**src/rtl/write_out_ctrl_if.sv**
```systemverilog
// rtl/write_out_ctrl_if.sv - handshake bundle between the write-out sequencer and its neighbours
interface write_out_ctrl_if #(
    parameter int MATRIX_BITS = 6
);
    logic                   start;
    logic                   two_sets;
    logic                   stall;
    logic                   sram_write_enable;
    logic [1:0]             data_set;
    logic [MATRIX_BITS-1:0] matrix_index;
    logic                   busy;
    logic                   done;

    modport master (
        output start, two_sets, stall,
        input  sram_write_enable, data_set, matrix_index, busy, done
    );

    modport slave (
        input  start, two_sets, stall,
        output sram_write_enable, data_set, matrix_index, busy, done
    );
endinterface

```
**src/rtl/write_out_ctrl.sv**
```systemverilog
// rtl/write_out_ctrl.sv - sequences write_out over every output diagonal of one or two data sets
module write_out_ctrl #(
    parameter int ARRAY_SIZE  = 8,
    parameter int MATRIX_BITS = 6,
    parameter int DRAIN_DELAY = 2
) (
    input  logic             clk,
    input  logic             rst,
    write_out_ctrl_if.slave  bus
);
    localparam int                     NUM_DIAG  = 2 * ARRAY_SIZE - 1;
    localparam logic [MATRIX_BITS-1:0] LAST_DIAG = MATRIX_BITS'(NUM_DIAG - 1);
    localparam logic [3:0]             DLY_LOAD  = 4'(DRAIN_DELAY);

    typedef enum logic [1:0] {
        IDLE  = 2'd0,
        WAIT  = 2'd1,
        WRITE = 2'd2,
        DONE  = 2'd3
    } state_t;

    state_t                 state_q, state_n;
    logic [3:0]             dly_q, dly_n;
    logic [MATRIX_BITS-1:0] diag_q, diag_n;
    logic                   set_q, set_n;
    logic                   two_q, two_n;
    logic                   we_q, we_n;
    logic [1:0]             ds_q, ds_n;
    logic [MATRIX_BITS-1:0] idx_q, idx_n;
    logic                   busy_q, busy_n;
    logic                   done_q, done_n;

    always_ff @(posedge clk or posedge rst) begin
        if (rst) begin
            state_q <= IDLE;
            dly_q   <= '0;
            diag_q  <= '0;
            set_q   <= 1'b0;
            two_q   <= 1'b0;
            we_q    <= 1'b0;
            ds_q    <= '0;
            idx_q   <= '0;
            busy_q  <= 1'b0;
            done_q  <= 1'b0;
        end else begin
            state_q <= state_n;
            dly_q   <= dly_n;
            diag_q  <= diag_n;
            set_q   <= set_n;
            two_q   <= two_n;
            we_q    <= we_n;
            ds_q    <= ds_n;
            idx_q   <= idx_n;
            busy_q  <= busy_n;
            done_q  <= done_n;
        end
    end

    always_comb begin
        state_n = state_q;
        dly_n   = dly_q;
        diag_n  = diag_q;
        set_n   = set_q;
        two_n   = two_q;
        we_n    = 1'b0;
        ds_n    = ds_q;
        idx_n   = idx_q;
        busy_n  = busy_q;
        done_n  = 1'b0;

        case (state_q)
            IDLE: begin
                if (bus.start) begin
                    two_n   = bus.two_sets;
                    busy_n  = 1'b1;
                    dly_n   = DLY_LOAD;
                    diag_n  = '0;
                    set_n   = 1'b0;
                    state_n = (DRAIN_DELAY == 0) ? WRITE : WAIT;
                end
            end
            WAIT: begin
                // Leaving on the count of one puts the first write exactly DRAIN_DELAY+1 edges after start.
                dly_n = dly_q - 4'd1;
                if (dly_q <= 4'd1) begin
                    state_n = WRITE;
                end
            end
            WRITE: begin
                if (!bus.stall) begin
                    we_n  = 1'b1;
                    ds_n  = {1'b0, set_q};
                    idx_n = diag_q;
                    if (diag_q == LAST_DIAG) begin
                        diag_n = '0;
                        if (!set_q && two_q) begin
                            set_n = 1'b1;
                        end else begin
                            state_n = DONE;
                        end
                    end else begin
                        diag_n = diag_q + MATRIX_BITS'(1);
                    end
                end
            end
            DONE: begin
                done_n  = 1'b1;
                busy_n  = 1'b0;
                state_n = IDLE;
            end
            default: begin
                state_n = IDLE;
            end
        endcase
    end

    assign bus.sram_write_enable = we_q;
    assign bus.data_set          = ds_q;
    assign bus.matrix_index      = idx_q;
    assign bus.busy              = busy_q;
    assign bus.done              = done_q;
endmodule

```
**src/flat_wrapper.sv**
```systemverilog
// flat-port wrapper written by rule: the top's interface ports become plain ports
module write_out_ctrl_flat 
#(
    parameter int ARRAY_SIZE  = 8,
    parameter int MATRIX_BITS = 6,
    parameter int DRAIN_DELAY = 2
)
  (clk, rst, bus_start, bus_two_sets, bus_stall, bus_sram_write_enable, bus_data_set, bus_matrix_index, bus_busy, bus_done);
  write_out_ctrl_if #(.MATRIX_BITS(MATRIX_BITS)) bus_i ();
  input  logic clk;
  input  logic rst;
  input wire logic [$bits(bus_i.start)-1:0] bus_start;
  input wire logic [$bits(bus_i.two_sets)-1:0] bus_two_sets;
  input wire logic [$bits(bus_i.stall)-1:0] bus_stall;
  output wire logic [$bits(bus_i.sram_write_enable)-1:0] bus_sram_write_enable;
  output wire logic [$bits(bus_i.data_set)-1:0] bus_data_set;
  output wire logic [$bits(bus_i.matrix_index)-1:0] bus_matrix_index;
  output wire logic [$bits(bus_i.busy)-1:0] bus_busy;
  output wire logic [$bits(bus_i.done)-1:0] bus_done;
  assign bus_i.start = bus_start;
  assign bus_i.two_sets = bus_two_sets;
  assign bus_i.stall = bus_stall;
  assign bus_sram_write_enable = bus_i.sram_write_enable;
  assign bus_data_set = bus_i.data_set;
  assign bus_matrix_index = bus_i.matrix_index;
  assign bus_busy = bus_i.busy;
  assign bus_done = bus_i.done;
  write_out_ctrl #(.ARRAY_SIZE(ARRAY_SIZE), .MATRIX_BITS(MATRIX_BITS), .DRAIN_DELAY(DRAIN_DELAY)) u_core (.clk(clk), .rst(rst), .bus(bus_i));
endmodule
```
**config.mk**
```make
export PLATFORM = sky130hd
export DESIGN_NAME = write_out_ctrl_flat
export DESIGN_NICKNAME = d
export VERILOG_FILES = /design/src/rtl/write_out_ctrl_if.sv /design/src/rtl/write_out_ctrl.sv /design/src/flat_wrapper.sv
export SDC_FILE = /design/constraint.sdc
export NUM_CORES = 1
export LEC_CHECK = 0
export ABC_AREA = 0
export BUFFER_PORTS_ARGS = -buffer_cell sky130_fd_sc_hd__buf_2
export CELL_PAD_IN_SITES_DETAIL_PLACEMENT = 2
export CELL_PAD_IN_SITES_GLOBAL_PLACEMENT = 2
export CORE_MARGIN = 2
export CORE_UTILIZATION = 38
export DETAILED_ROUTE_END_ITERATION = 16
export GPL_TIMING_DRIVEN = 0
export PLACE_DENSITY = 0.83
export SKIP_LAST_GASP = 1
export SLEW_MARGIN = 30
export SYNTH_ARGS = -nofsm -noshare
export SYNTH_HDL_FRONTEND = slang
export SYNTH_SLANG_ARGS = --single-unit
```
**constraint.sdc**
```tcl
create_clock -name clk -period 3.7 [get_ports clk]
set_input_delay 0.74 -clock clk [delete_from_list [all_inputs] [get_ports clk]]
set_output_delay 0.74 -clock clk [all_outputs]
set_load 0.005 [all_outputs]
```
# After elaboration in Yosys (flattened, before gate mapping)

Index checks and enable logic that the tools add are counted.

Add/subtract/negate cells: 2
$lt $le $gt $ge: 1
Equality and inequality tests: 10
Mux-type cells: 22
Bitwise operators: 1
Reductions and logical operators: 13

Operators by type and width:

| cell                | count |
|---|---|
| $mux 6              | 3 |
| $pmux 6 s2          | 1 |
| $mux 2              | 5 |
| $reduce_and 5->1    | 2 |
| $mux 1              | 8 |
| $pmux 2 s4          | 1 |
| $pmux 4 s2          | 1 |
| $reduce_and 2->1    | 4 |
| $add 6x1->6 const B | 1 |
| $eq 6x4->1 const B  | 1 |
| $ne 2x1->1 const B  | 3 |
| $ne 2x2->1 const B  | 3 |
| $reduce_bool 2->1   | 3 |
| $eq 2x2->1 const B  | 2 |
| $le 4x1->1 const B  | 1 |
| $mux 4              | 1 |
| $pmux 1 s2          | 2 |
| $sub 4x1->4 const B | 1 |
| $reduce_and 3->1    | 1 |
| $eq 2x1->1 const B  | 1 |
| $logic_not 2->1     | 1 |
| $logic_and 1x1->1   | 1 |
| $logic_not 1->1     | 1 |
| $not 1->1           | 1 |

Register bits after elaboration: 24
Input port bits: 5
Output and inout bits: 11
Logic and storage cells: 59

# Depth between registers and ports, before layout

Gate-level depths: netlist (run 1).

Depth after elaboration: 6
Depth in mapped cells: 7
Depth with buffers taken out: 6

# Worst setup path after synthesis (run 1)

No wires, ideal clock.

Path kind: in2reg
Start: input port bus_start
End: register u_core.state_q[0]
Setup time: 0.125 ns
Arrival time: 1.587 ns
Required time: 3.575 ns
Setup slack: 1.988 ns
Stages on the path: 5
Path buffers: 1
Cell sequence: nand2b_1 -> buf_4 -> and2_1 -> nand4b_4 -> mux2_4

Cells in the longest elaborated chain, start to end: 2

RTL lines:

| what                              | RTL line             | source |
|---|---|---|
| start, declared                   | flat_wrapper.sv:12   | `input wire logic [$bits(bus_i.start)-1:0] bus_start;` |
| $ne 2x2->1 (no source line)       | --                   |  |
| $reduce_and 5->1 (no source line) | --                   |  |
| end signal, assigned              | write_out_ctrl.sv:46 | `state_q <= state_n;` |
| end, declared                     | write_out_ctrl.sv:22 | `state_t state_q, state_n;` |

No other way between the ends.
A chain may end at the register's enable or synchronous reset.

# Worst setup path in the final report (run 1)

Start: register u_core.state_q[0]
End: register u_core.state_q[1]

Cells in the longest elaborated chain, start to end: 3
Elaborated cells on any way between the ends: 11
Classes of those cells: 8 x eq/ne; 1 x mux; 2 x reduce/logical

RTL lines:

| what                                                             | RTL line             | source |
|---|---|---|
| $eq 2x2->1, or another cell as far along                         | write_out_ctrl.sv:71 | `case (state_q)` |
| $ne 2x2->1 (no source line) / $ne 2x1->1 (equally long branches) | --                   |  |
| $reduce_and 5->1 (no source line)                                | --                   |  |

Several ways; a longest one is shown, not always the timed one.

==> results of run 1 <==
[layer usage]
metal / vias up / global-route usage
met5: - / 0
met4: 0 / 0.03727
met3: 2 / 0.02521
met2: 9 / 0.2660
met1: 451 / 0.2414
li1: 455 / -
[metrics by stage]
stage	instances	hold slack (ns)	power [µW]	utilization
2_1_floorplan	124	0.4528	767.9	-
3_3_place_gp	182	0.4546	875.2	0.4431
3_5_place_dp	182	0.4661	915.4	0.4431
4_1_cts	185	0.4987	1035	0.4504
5_1_grt	185	0.4643	1112	0.4504
6_report	185	0.4389	1020	0.4504
[Yosys cell counts, drive strengths merged, types with 2 or more instances]
library cell,n
nand2,26
or2,2
nor3,2
ha,8
a22o,3
nand2b,2
nand3,7
buf,2
nor2,5
a21oi,3
dfrtp,24
inv,11
o21ai,10
mux2,3
mux2i,2
nand3b,2
[kinds of logic (layout without fill, tap and decap cells)]
| kind of cell | after synthesis | after routing |
|---|---|---|
| and+or+nand+nor | 51 | 51 |
| DFF | 24 | 24 |
| other | 1 | 1 |
| AOI/OAI and AO/OA | 21 | 21 |
| buffers and inverters | 14 | 31 |
| muxes | 5 | 5 |
| adders and majority gates | 8 | 8 |
[area by class of cell]
class	instances	share of cell area
sequential	24	0.4332
multi-input combinational	86	0.4170
timing repair buffer	14	0.05054
tap	44	0.03971
inverter	11	0.02978
clock buffer	3	0.01625
buffer	3	0.01354
[worst paths after layout]
path,to,depth (start not counted),slack (ns)
worst min register to register,u_core.bus.data_set[0]$_DFFE_PP0P_,2,0.49
worst min-delay path,u_core.bus.matrix_index[4]$_DFFE_PP0P_,2,0.44
worst max register to register,u_core.state_q[1]$_DFFE_PP0P_,6,1.75
max in group asynchronous,u_core.diag_q[3]$_DFFE_PP0P_,2,2.91
worst max-delay path,u_core.state_q[1]$_DFFE_PP0P_,6,1.75
min in group clk,u_core.bus.data_set[0]$_DFFE_PP0P_,2,0.49
[flip-flops by register name (all words and copies together) (netlist names)]
name                          cells
u_core.bus.done                   1
u_core.two_q                      1
u_core.set_q                      1
u_core.diag_q                     6
u_core.bus.busy                   1
u_core.state_q                    2
u_core.bus.sram_write_enable      1
u_core.bus.data_set               1
u_core.bus.matrix_index           6
u_core.dly_q                      4
[worst max-delay path, cell delays in order (launching register included)]
cell and delay (ns):
dfrtp_1 0.46, inv_1 0.10, ha_1 0.29, inv_1 0.11, a41oi_4 0.35, nand4b_4 0.23, mux2_4 0.30
[report_power, final]
part | switching, µW | internal (µW) | total (µW)
sequential | 71.8 | 345 | 417
clock | 76.3 | 38.0 | 114
combinational | 269 | 219 | 488
total | 418 | 602 | 1020
==> metrics.yaml, run 1 <==
synth_top_family_by_area: "simple AND/OR/NAND/NOR gates"
timing.slew.headroom: 0.6574
syn_area_um2: 1239
period_share: 0.5283
wl_met1_um: 1378
vias: 917
pre_cts_slack_ns: 1.724
layout_commonest_cell: "nand2_1"
finalInstanceArea_um2: 1386
start_kind: "flip-flop"
place_area_um2: 1364
syn2layout_area_growth_pct: 11.92
yosys.cell_types.count: 32
portBuffers: 14
synthAdderAreaFrac: 0.08081
min_period_ns: 1.955
wl_met3_um: 75
cts_buffers: 3
clockBufferDepth: 2
vdd_drop_max_mv: 0.3186
n_fill_cell: 348
clk-insertion-delay-late_ns: 0.31
drive_gt1_frac: 0.2128
antenna_found_initial: 0
core_area_um2: 3078
highest_layer: "met4"
synth_ff_type: "dfrtp_1"
synth.mux.area_fraction: 0.04949
finalWorstSetupSlack_ns: 1.745
endpoint_kind: "flip-flop"
maxSlewViolCount: 0
viasPerCell: 4.957
yosys.area_share.simple: 0.2111
multi_input_area_um2: 578.1
synth_seq_area_share: 0.4848
synth_area_leaders: "dfrtp_1 48%, ha_1 8.1%, nand2_1 7.9%"
p_leak_uw: 0.0006853
worstMarginPinSlew_ns: 0.5131
skew_ns: 0.01221
cts_tree: "yes"
yosys.area_share.xor_xnor: 0
routedWlPerCell_um: 14.71
fin_tns_setup_ns: 0
wirelength_um: 2721
drt_iter0_drc: 53
worstPathArrival_ns: 2.15
synthArstFlopShare: 1.000
synth_compound_area_frac: 0.1222
overflow: 0
antenna_left: 0
drt_first_pass_iters: 3
hold_viol: 0
wl_met2_um: 1251
reg2reg_from: "u_core.state_q[0]$_DFFE_PP0P_"
layout_common_cells: "26 x nand2_1, 24 x dfrtp_1, 14 x buf_2"
max_clock_freq_mhz: 511.6
setup_viol: 0
power_density_nw_per_um2: 735.4
status: "complete, no violations"
synth_nets: 137
die_h_um: 61.10
cts.sinks: 24
synth-seq-cells: 24
row_count: 20
synthCells: 124
maxCapViolCount: 0
grt_pass1_wl_um: 4629
postCtsSetupBuffers: 0
avgSynthCellArea_um2: 9.989
track_usage: 0.1671
start_util: 0.4024
clockRootBuffer: "clkbuf_4"
grt_max_degree: 25
htreeDepth: 1
yosysWarnings: 0
seq_area_um2: 600.6
path_class: "flip-flop to flip-flop"
holdBufCountCts: 0
die_x_um: 61.10
dp_hpwl_um: 2041
final_nets: 156
yosys.area.top_type: "dfrtp_1"
yosysTopAreaCellShare: 0.4848
diodes: 0
place_congestion: 0.7258
dieArea_um2: 3733
cp_max_fo: 10
io_pins: 16
startpoint: "u_core.state_q[0]$_DFFE_PP0P_"
drc_errors: 0
rsz0062_at_grt: "no"
first_global_vias: 952
min_path_type: "primary input to async pin"
post_cts_resize_count: 0
synth_edf_count: 0
required_ns: 3.90
clkSlewWorstSetupHoldPaths_ns: 0.14
No activity file was read; power rests on OpenSTA's default activity.
==> run 2, diff against run 1 <==
CORE_UTILIZATION = 32   (was 38)
PLACE_DENSITY = 0.74   (was 0.83)
clock period = 1.6 ns   (was 3.7 ns; I/O delays follow)
==> run 2 against run 1 <==
Against the previous run:
- the flow now finishes with violations (setup timing)
- critical endpoint unchanged
- non-clock buffer count rose by 9
- clock-buffer cell count did not move
- final area up 14%
- core utilization fell by 2.2 points
- total power rose to 2.9 times the previous value
- hold slack lost 0.37 ns
- clock skew fell by 0.0089 ns
==> metrics.yaml, run 2 (same netlist as run 1, synthesis figures left out) <==
reg2reg_from: "u_core.state_q[0]$_DFFE_PP0P_"
setup_viol: 1
grt_max_degree: 25
worstMarginPinSlew_ns: 0.5200
period_share: 1.000
final_nets: 166
dieArea_um2: 4384
start_kind: "flip-flop"
core_area_um2: 3689
p_int_uw: 1758
path_class: "flip-flop to flip-flop"
cts.sinks: 24
clockRootBuffer: "clkbuf_8"
first_global_vias: 1114
power_frac_seq: 0.323
maxCapViolCount: 0
hold_viol: 0
min_path_type: "primary input to async pin"
finalInstanceArea_um2: 1579
syn2layout_area_growth_pct: 27.47
antenna_found_initial: 0
io_pins: 16
timing.slew.headroom: 0.6528
p_total_uw: 2976
track_usage: 0.1819
dp_hpwl_um: 2122
n_fill_cell: 414
vdd_drop_max_mv: 0.6311
min_period_ns: 1.601
start_util: 0.3358
max_clock_freq_mhz: 624.8
startpoint: "u_core.state_q[0]$_DFFE_PP0P_"
drt_first_pass_iters: 4
clkPwrFrac: 0.126
required_ns: 1.76
power_density_nw_per_um2: 1885
endpoint_kind: "flip-flop"
drive_gt1_frac: 0.3576
status: "finished with violations"
grt_pass1_wl_um: 5775
fin_cells: 199
dp.cells: 186
drc_errors: 0
overflow: 0
viasPerCell: 4.965
rsz0062_at_grt: "yes"
place_area_um2: 1374
clockBufferDepth: 2
p_comb_frac: 0.552
place_congestion: 0.7441
holdWs_ns: 0.07012
finalWorstSetupSlack_ns: -0.0005257
ff2ff_setup_slack_ns: -0.0005
fin_tns_setup_ns: -0.0005257
skew_ns: 0.003333
clkSlewWorstSetupHoldPaths_ns: 0.09
cp_max_fo: 6
worstPathArrival_ns: 1.76
p_leak_uw: 0.0007632
violations: "setup timing"
drt_iter0_drc: 34
vias: 988
holdBufCountCts: 0
routedWlPerCell_um: 18.17
switching_share: 0.4094
row_count: 22
clk-insertion-delay-late_ns: 0.27
die_x_um: 66.22
wirelength_um: 3615
layout_common_cells: "25 x nand2_1, 23 x dfrtp_1, 14 x buf_2"
portBuffers: 14
cts_tree: "yes"
power_switching_uw: 1218
htreeDepth: 1
cts_buffers: 3
layout_commonest_cell: "nand2_1"
die_h_um: 66.22
antenna_left: 0
maxSlewViolCount: 0
diodes: 0
[run 2: changes by cell type in the layout (fill, tap and decap cells not counted), moves of 2 or more]
cell and delta:
inv_2 +4, inv_1 -4, buf_4 +7, ha_4 +3
o21ai_0 -2, ha_1 -4, clkbuf_4 -3, o21ai_1 +2
clkbuf_8 +3
[run 2: cell type report]
class	instances	area, µm²	share of cell area
plain buffers	3	23.77	0.01506
flip-flops and latches	24	601.8	0.3811
multi-input cells	87	660.6	0.4184
clock buffers	3	41.29	0.02615
repair buffers	23	150.1	0.09509
well taps	48	60.06	0.03803
inverters	11	41.29	0.02615
[run 2: worst max-delay path, stage by stage (launching register included)]
cell,delay (ns)
dfrtp_1,0.41
inv_2,0.11
ha_4,0.20
inv_2,0.06
a41oi_4,0.20
nand4b_4,0.20
mux2_4,0.31
[run 2: metal layers]
metal | share of wire | track usage | vias to the layer above
li1 | - | - | 475
met1 | 0.40 | 0.2051 | 492
met2 | 0.56 | 0.3550 | 16
met3 | 0.026 | 0.02555 | 5
met4 | 0.0091 | 0.04082 | 0
met5 | 0 | 0 | -
[run 2: worst paths after layout]
| check | cells after the start | to |
|---|---|---|
| setup / recovery | 6 | u_core.state_q[1]$_DFFE_PP0P_ |
| hold / removal | 2 | u_core.bus.data_set[0]$_DFFE_PP0P_ |
| setup reg to reg | 6 | u_core.state_q[1]$_DFFE_PP0P_ |
| hold reg to reg | 2 | u_core.bus.matrix_index[2]$_DFFE_PP0P_ |
| max in group asynchronous | 2 | u_core.diag_q[0]$_DFFE_PP0P_ |
| min in group clk | 2 | u_core.two_q$_DFFE_PP0P_ |
[run 2: power groups by stage]
stage,Sequential [µW],Combinational [µW],Clock (µW)
CTS,952,1540,370
global route,984,1810,400
floorplan,941,854,0
finish,960,1640,374
detailed placement,978,1150,0
global placement,957,1080,0
[run 2: what timing repair did]
| action | 4_1_cts | 5_1_grt |
|---|---|---|
| cloned | 1 | 0 |
| endpoints found under the setup margin | 9 | 13 |
| pin swaps | 2 | 1 |
| buffers inserted | 7 | 2 |
| resized for setup | 14 | 7 |
[run 2: through the flow]
step	util	setup WS (ns)
4_1_cts	0.4206	0.002621
3_5_place_dp	0.3725	-0.2218
6_report	0.4281	-0.0005257
2_1_floorplan	-	-0.01955
3_3_place_gp	0.3725	-0.1678
5_1_grt	0.4281	-0.03292
